--- src/rtl/cci_mpf_rd_arb_pkg.sv ---
// Shared types and sizing helpers for the MPF c0 read-request arbiter.
package cci_mpf_rd_arb_pkg;

  localparam int unsigned MAX_CLIENTS = 16;

  // Widest client ID the arbiter supports (16 clients).
  typedef logic [$clog2(MAX_CLIENTS)-1:0] t_client_id;

  // Widest per-client outstanding counter (one client owning all 128 slots).
  typedef logic [7:0] t_outstanding_cnt;

  // Client ID width; never less than one bit.
  function automatic int unsigned calc_id_w(input int unsigned n_clients);
    return (n_clients < 2) ? 1 : $clog2(n_clients);
  endfunction

  // Per-client share of the total outstanding-read budget.
  function automatic int unsigned calc_client_limit(input int unsigned max_reqs,
                                                    input int unsigned n_clients);
    return max_reqs / n_clients;
  endfunction

  // Counter width able to hold 0..limit inclusive.
  function automatic int unsigned calc_cnt_w(input int unsigned limit);
    return $clog2(limit) + 1;
  endfunction

endpackage

--- src/rtl/cci_mpf_rr_arb.sv ---
// N-way round-robin picker. Grant is combinational; the rotating priority
// pointer is held here and advances past each granted requester.
module cci_mpf_rr_arb
  import cci_mpf_rd_arb_pkg::*;
#(
  parameter  int unsigned N     = 4,
  localparam int unsigned IDX_W = calc_id_w(N)
) (
  input  logic             clk,
  input  logic             rst,
  input  logic [N-1:0]     req,
  input  logic             en,
  output logic [N-1:0]     grant,
  output logic [IDX_W-1:0] grant_idx,
  output logic             grant_any,
  output logic [IDX_W-1:0] rr_ptr
);

  logic [IDX_W-1:0] rr_ptr_q;
  logic [IDX_W-1:0] rr_ptr_d;
  logic [IDX_W-1:0] cand;

  // Scan from the pointer upward; N is a power of two so the index wraps naturally.
  always_comb begin
    grant     = '0;
    grant_idx = '0;
    grant_any = 1'b0;
    cand      = '0;
    for (int unsigned k = 0; k < N; k++) begin
      cand = rr_ptr_q + IDX_W'(k);
      if (en && !grant_any && req[cand]) begin
        grant_any   = 1'b1;
        grant[cand] = 1'b1;
        grant_idx   = cand;
      end
    end
    rr_ptr_d = grant_any ? IDX_W'(grant_idx + 1'b1) : rr_ptr_q;
  end

  // Pointer register.
  always_ff @(posedge clk or posedge rst) begin
    if (rst) rr_ptr_q <= '0;
    else     rr_ptr_q <= rr_ptr_d;
  end

  assign rr_ptr = rr_ptr_q;

endmodule

--- src/rtl/cci_mpf_rd_req_arbiter.sv ---
// Round-robin arbiter sharing the MPF c0 read-request channel between
// N_CLIENTS requesters, with per-client outstanding limits and response routing.
// Optional: CCI_MPF_RD_ARB_STATS_EN adds per-client saturating grant counters.
module cci_mpf_rd_req_arbiter
  import cci_mpf_rd_arb_pkg::*;
#(
  parameter  int unsigned N_CLIENTS       = 4,
  parameter  int unsigned ADDR_WIDTH      = 42,
  parameter  int unsigned MDATA_WIDTH     = 16,
  parameter  int unsigned MAX_ACTIVE_REQS = 128,
  localparam int unsigned ID_W            = calc_id_w(N_CLIENTS),
  localparam int unsigned CL_MDATA_W      = MDATA_WIDTH - ID_W
) (
  input  logic                            clk,
  input  logic                            reset,
  input  logic [N_CLIENTS-1:0]            cl_req_valid,
  input  logic [N_CLIENTS*ADDR_WIDTH-1:0] cl_req_addr,
  input  logic [N_CLIENTS*CL_MDATA_W-1:0] cl_req_mdata,
  output logic [N_CLIENTS-1:0]            cl_req_grant,
  output logic                            c0_req_valid,
  output logic [ADDR_WIDTH-1:0]           c0_req_addr,
  output logic [MDATA_WIDTH-1:0]          c0_req_mdata,
  input  logic                            c0_almost_full,
  input  logic                            c0_rsp_valid,
  input  logic [MDATA_WIDTH-1:0]          c0_rsp_mdata,
  input  logic                            c0_rsp_eop,
  output logic [N_CLIENTS-1:0]            cl_rsp_valid,
  output logic [CL_MDATA_W-1:0]           cl_rsp_mdata,
  output logic                            cl_rsp_eop,
  output logic                            err_underflow,
  input  logic [ID_W-1:0]                 stat_sel,
  output logic [31:0]                     stat_grants
);

  localparam int unsigned CLIENT_LIMIT = calc_client_limit(MAX_ACTIVE_REQS, N_CLIENTS);
  localparam int unsigned CNT_W        = calc_cnt_w(CLIENT_LIMIT);
  localparam logic [CNT_W-1:0] LIMIT_CNT = CNT_W'(CLIENT_LIMIT);

  logic [N_CLIENTS-1:0] elig;
  logic [N_CLIENTS-1:0] grant;
  logic [ID_W-1:0]      grant_idx;
  logic                 grant_any;
  logic [ID_W-1:0]      rr_ptr;

  logic [CNT_W-1:0] cnt_q [N_CLIENTS];
  logic [CNT_W-1:0] cnt_d [N_CLIENTS];
  logic             err_q, err_d;

  logic                   req_valid_q, req_valid_d;
  logic [ADDR_WIDTH-1:0]  req_addr_q,  req_addr_d;
  logic [MDATA_WIDTH-1:0] req_mdata_q, req_mdata_d;
  logic [CL_MDATA_W-1:0]  req_cl_mdata;

  logic [ID_W-1:0]        rsp_id;
  logic [N_CLIENTS-1:0]   rsp_valid_q, rsp_valid_d;
  logic [CL_MDATA_W-1:0]  rsp_mdata_q, rsp_mdata_d;
  logic                   rsp_eop_q,   rsp_eop_d;

  // A client competes only while valid and below its outstanding share.
  always_comb begin
    elig = '0;
    for (int unsigned i = 0; i < N_CLIENTS; i++)
      elig[i] = cl_req_valid[i] && (cnt_q[i] < LIMIT_CNT);
  end

  cci_mpf_rr_arb #(.N(N_CLIENTS)) u_rr_arb (
    .clk       (clk),
    .rst       (reset),
    .req       (elig),
    .en        (!c0_almost_full && !reset),
    .grant     (grant),
    .grant_idx (grant_idx),
    .grant_any (grant_any),
    .rr_ptr    (rr_ptr)
  );

  assign cl_req_grant = grant;

  // Capture the granted client's request and tag it with the client ID.
  always_comb begin
    req_valid_d  = grant_any;
    req_addr_d   = '0;
    req_cl_mdata = '0;
    for (int unsigned i = 0; i < N_CLIENTS; i++) begin
      if (grant[i]) begin
        req_addr_d   = cl_req_addr[i*ADDR_WIDTH +: ADDR_WIDTH];
        req_cl_mdata = cl_req_mdata[i*CL_MDATA_W +: CL_MDATA_W];
      end
    end
    req_mdata_d = {grant_idx, req_cl_mdata};
  end

  // Route responses to the client named in the top mdata bits.
  always_comb begin
    rsp_id      = c0_rsp_mdata[MDATA_WIDTH-1 -: ID_W];
    rsp_valid_d = '0;
    for (int unsigned i = 0; i < N_CLIENTS; i++)
      rsp_valid_d[i] = c0_rsp_valid && (rsp_id == ID_W'(i));
    rsp_mdata_d = c0_rsp_mdata[CL_MDATA_W-1:0];
    rsp_eop_d   = c0_rsp_eop;
  end

  // Outstanding counters: grant increments, EOP decrements, both cancel out.
  always_comb begin
    logic dec;
    dec   = 1'b0;
    err_d = err_q;
    for (int unsigned i = 0; i < N_CLIENTS; i++) begin
      cnt_d[i] = cnt_q[i];
      dec      = c0_rsp_valid && c0_rsp_eop && (rsp_id == ID_W'(i));
      if (grant[i] && !dec) begin
        cnt_d[i] = cnt_q[i] + 1'b1;
      end else if (dec && !grant[i]) begin
        if (cnt_q[i] == '0) err_d = 1'b1;
        else                cnt_d[i] = cnt_q[i] - 1'b1;
      end
    end
  end

  // Request, response and counter state.
  always_ff @(posedge clk or posedge reset) begin
    if (reset) begin
      req_valid_q <= 1'b0;
      req_addr_q  <= '0;
      req_mdata_q <= '0;
      rsp_valid_q <= '0;
      rsp_mdata_q <= '0;
      rsp_eop_q   <= 1'b0;
      err_q       <= 1'b0;
      for (int unsigned i = 0; i < N_CLIENTS; i++) cnt_q[i] <= '0;
    end else begin
      req_valid_q <= req_valid_d;
      req_addr_q  <= req_addr_d;
      req_mdata_q <= req_mdata_d;
      rsp_valid_q <= rsp_valid_d;
      rsp_mdata_q <= rsp_mdata_d;
      rsp_eop_q   <= rsp_eop_d;
      err_q       <= err_d;
      for (int unsigned i = 0; i < N_CLIENTS; i++) cnt_q[i] <= cnt_d[i];
    end
  end

  assign c0_req_valid  = req_valid_q;
  assign c0_req_addr   = req_addr_q;
  assign c0_req_mdata  = req_mdata_q;
  assign cl_rsp_valid  = rsp_valid_q;
  assign cl_rsp_mdata  = rsp_mdata_q;
  assign cl_rsp_eop    = rsp_eop_q;
  assign err_underflow = err_q;

  logic unused_rr_ptr;
  assign unused_rr_ptr = ^rr_ptr;

`ifdef CCI_MPF_RD_ARB_STATS_EN
  logic [31:0] grant_cnt_q [N_CLIENTS];
  logic [31:0] grant_cnt_d [N_CLIENTS];
  logic [31:0] stat_q, stat_d;

  // Saturating per-client grant counts and the selected-client readout.
  always_comb begin
    for (int unsigned i = 0; i < N_CLIENTS; i++)
      grant_cnt_d[i] = (grant[i] && (grant_cnt_q[i] != '1)) ? grant_cnt_q[i] + 32'd1
                                                            : grant_cnt_q[i];
    stat_d = grant_cnt_q[stat_sel];
  end

  // Statistics registers.
  always_ff @(posedge clk or posedge reset) begin
    if (reset) begin
      stat_q <= '0;
      for (int unsigned i = 0; i < N_CLIENTS; i++) grant_cnt_q[i] <= '0;
    end else begin
      stat_q <= stat_d;
      for (int unsigned i = 0; i < N_CLIENTS; i++) grant_cnt_q[i] <= grant_cnt_d[i];
    end
  end

  assign stat_grants = stat_q;
`else
  logic unused_stat_sel;
  assign unused_stat_sel = ^stat_sel;
  assign stat_grants     = '0;
`endif

endmodule

--- config.mk ---
export PLATFORM = sky130hd
export DESIGN_NAME = cci_mpf_rd_req_arbiter
export DESIGN_NICKNAME = d
export VERILOG_FILES = /design/src/rtl/cci_mpf_rd_arb_pkg.sv /design/src/rtl/cci_mpf_rr_arb.sv /design/src/rtl/cci_mpf_rd_req_arbiter.sv
export SDC_FILE = /design/constraint.sdc
export NUM_CORES = 1
export LEC_CHECK = 0
export ABC_AREA = 1
export CORE_AREA = 2 2 143 145
export CTS_BUF_LIST = sky130_fd_sc_hd__clkbuf_8
export DETAILED_ROUTE_END_ITERATION = 10
export DIE_AREA = 0 0 145 147
export GPL_ROUTABILITY_DRIVEN = 0
export HOLD_SLACK_MARGIN = 0.06
export PLACE_DENSITY = 0.72
export SLEW_MARGIN = 30
export SYNTH_ARGS = -nofsm -noshare
export SYNTH_HDL_FRONTEND = slang
export SYNTH_HIERARCHICAL = 1
export SYNTH_SLANG_ARGS = --single-unit
--- constraint.sdc ---
create_clock -name clk -period 4.2 [get_ports clk]
set_input_delay 0.84 -clock clk [delete_from_list [all_inputs] [get_ports clk]]
set_output_delay 0.84 -clock clk [all_outputs]
set_load 0.02 [all_outputs]
==> summary.md <==
| Metric | Value |
|---|---|
| DR iter-0 viols | 350 |
| Root buf cell | clkbuf_8 |
| Slew Viols, Final | 0 |
| Hold-fix buffers, CTS | 0 |
| Max rail drop VDD | ~0.28 mV |
| Register area share after synthesis | 0.393 |
| Post-synthesis register bit count | approximately 110 |
| Pre-antenna DRT Iters | 7 |
| Clock slew at reported path FFs | about 100 ps |
| Die X-Extent | 145 um |
| Worst Max-Slew Pin Slew | ~600 ps |
| Rel. slew slack | 0.588 |
| Core ar. | 19,800 sq um |
| Die Y | about 150 um |
| Total CTS buffers | 9 |
| PnR worst setup slack | 175 ps |
| RSZ-0062 raised after global routing | no |
| Final setup TNS | 0 ps |
| Row count | between 50 and 60 |
| Nets | 1,499 |
| WP data arrival | 3180 ps |
| DPL Wire Length | 18,100 um |
| Area Overhead vs Synth | 55.0% |
| Initial Util | 0.337 |
| Setup violators final | 0 |
| Vias | approximately 7,000 |
| CP Class | in -> out |
| Static Leak | roughly 4.5 nW |
| Largest net degree at the start of global routing | 85 |
| Mapped Cells | ~900 |
| DP Worst Slack | approximately 47 ps |
| Vias in the first global route | approximately 6,700 |
| Via density | around 4.7 |
| Layout cells sized above 1 | 0.0573 |
| H-tree Lvls | 3 |
| Final design utilization | 0.523 |
| Hold/Removal Path Class | reg -> reg |
| Layout Skew | 17.3 ps |
| WL/cell | about 16 um |
| Final worst-path cycle share | 0.958 |
| Num ports | between 300 and 400 |
| Pwr/cell area | about 530 nW/um^2 |
| DRC viols | 0 |
| CTS tree | yes |
| Yosys warning count | 6 |
| Synthesized area | approximately 6700 sq um |
| Die area | 21,300 sq um |
| CP required | approximately 3400 ps |
| Post-route minimum period | slightly above 4000 ps |
| # clock sinks | about 110 |
| Max Freq | around 250 MHz |
| Crit. End Element | primary output |
| Status | complete, no violations |
| Critical path launch point type | input pin |
| Average size of a mapped cell | between 7 and 8 sq um |
| Max_cap viols | 0 |
| CP max FO | 6 |
| Total global-route track usage | 0.218 |
| Hold Vio Cnt, Final | 0 |
| Global-route wire length before repair | around 37,000 um |
| Synth cell types | 33 |
| Final WL | between 20,000 and 25,000 um |
| Clk_lat worst skew | between 300 and 400 ps |
| Final ANT Viol Nets | 0 |
| PortBufs | roughly 330 |
| Gr ovfl total | 0 |
| CTS Buffer Depth | 2 |
| Initial antenna violation count | 1 |
final timing paths:
| kind | startpoint | end | slack (ps) | cells after the start |
|---|---|---|---|---|
| setup / recovery | cl_req_valid[0] | cl_req_grant[3] | 180 | 10 |
| max in group asynchronous | reset | cnt_q[6] | 2490 | 3 |
| setup reg to reg | u_rr_arb/rr_ptr[1] | cnt_q[5] | 520 | 19 |
| min in group asynchronous | reset | u_rr_arb/rr_ptr[1] | 740 | 2 |
| hold / removal | err_underflow | err_underflow | 520 | 2 |
| hold reg to reg | err_underflow | err_underflow | 520 | 2 |
area by class of cell:
type | count | area (sq um)
clock buffer | 9 | 124
tap | 270 | 338
clock inverter | 7 | 72.6
inverter | 56 | 213
timing repair buffer | 346 | 3460
sequential | 105 | 2630
multi-input combinational | 698 | 3530
fill | 1894 | 9470
antenna | 1 | 2.50
cells in the final DEF (no fill, tap or decap), types with 5 or more instances in the layout:
cell type,netlist,layout
clkbuf_8,0,9
buf_4,38,13
xor2_1,7,7
o21ai_0,40,40
nand2_1,270,270
nand3_1,21,21
o21ai_1,34,30
dfrtp_1,105,103
nor3_1,7,7
nor2_1,83,83
ha_1,28,28
nand2_2,11,11
a21oi_1,124,124
nand3_2,5,5
inv_2,3,5
clkdlybuf4s50_1,0,329
inv_1,53,50
xnor2_1,12,12
conb_1,1,32
stage by stage:
stage / power [mW] / std cells / hold WS, ps / instance area (sq um)
3_3_place_gp: 4.81 / 1475 / 490 / 10200
3_5_place_dp: 4.89 / 1475 / 502 / 10200
2_1_floorplan: 3.79 / 933 / 481 / 6810
6_report: 5.53 / 1492 / 524 / 10400
5_1_grt: 6.01 / 1492 / 560 / 10400
4_1_cts: 5.57 / 1491 / 526 / 10400
cells in the mapped netlist, drive strengths merged:
cell type | number | area [sq um]
nand2 | 282 | 1090
a21oi | 124 | 621
dfrtp | 105 | 2630
nor2 | 85 | 329
o21ai | 74 | 370
buf | 60 | 433
inv | 56 | 210
ha | 28 | 350
nand3 | 28 | 190
clkbuf | 14 | 52.6
xnor2 | 12 | 105
nor3 | 7 | 35.0
xor2 | 7 | 61.3
fa | 4 | 80.1
o22ai | 4 | 25.0
nand4 | 3 | 25.0
nand3b | 2 | 15.0
o21bai | 2 | 37.5
or2 | 2 | 12.5
a31oi | 1 | 6.26
and2 | 1 | 6.26
conb | 1 | 3.75
critical path, cell delays in order:
cell	delay, ps
clkdlybuf4s50_1	450
inv_1	40
nor2_1	240
nand2_1	130
nand3_1	100
nand2_1	80
nor2_2	150
inv_1	210
o21ai_4	280
clkdlybuf4s50_1	640
timing repair:
action                     in CTS  in global routing
gates resized for setup         0                  3
setup buffers                   0                  0
hold endpoints to repair        0                  0
setup endpoints to repair       0                  3
power breakdown:
part | switching, mW | internal [mW]
combinational | 1.96 | 1.42
clock | 0.415 | 0.235
sequential | 0.189 | 1.30
logic make-up (layout without fill, tap and decap cells):
logic type / Yosys count / in the layout / share of synthesized area
buf+inv: 130 / 418 / 0.104
fa+ha+maj: 32 / 32 / 0.0643
flops: 105 / 105 / 0.393
compound gates: 205 / 205 / 0.158
simple gates: 410 / 410 / 0.255
xor+xnor: 19 / 19 / 0.0249
other cells: 1 / 33 / 0.000561
per-layer routing:
layer / global-route usage / wire, um / part of all wire
met5: 0 / 0 / 0
met4: 0.0688 / 655 / 0.027
met3: 0.0500 / 1620 / 0.068
met2: 0.381 / 12100 / 0.50
met1: 0.269 / 9670 / 0.40
state kept, by name, summed over array words and instances (netlist names), named ones only:
register	cells
c0_req_addr	42
c0_req_mdata	16
c0_req_valid	1
cl_rsp_eop	1
cl_rsp_mdata	14
cl_rsp_valid	4
cnt_q	24
err_underflow	1
u_rr_arb/rr_ptr	1
Power figures use the tool's default switching activity.
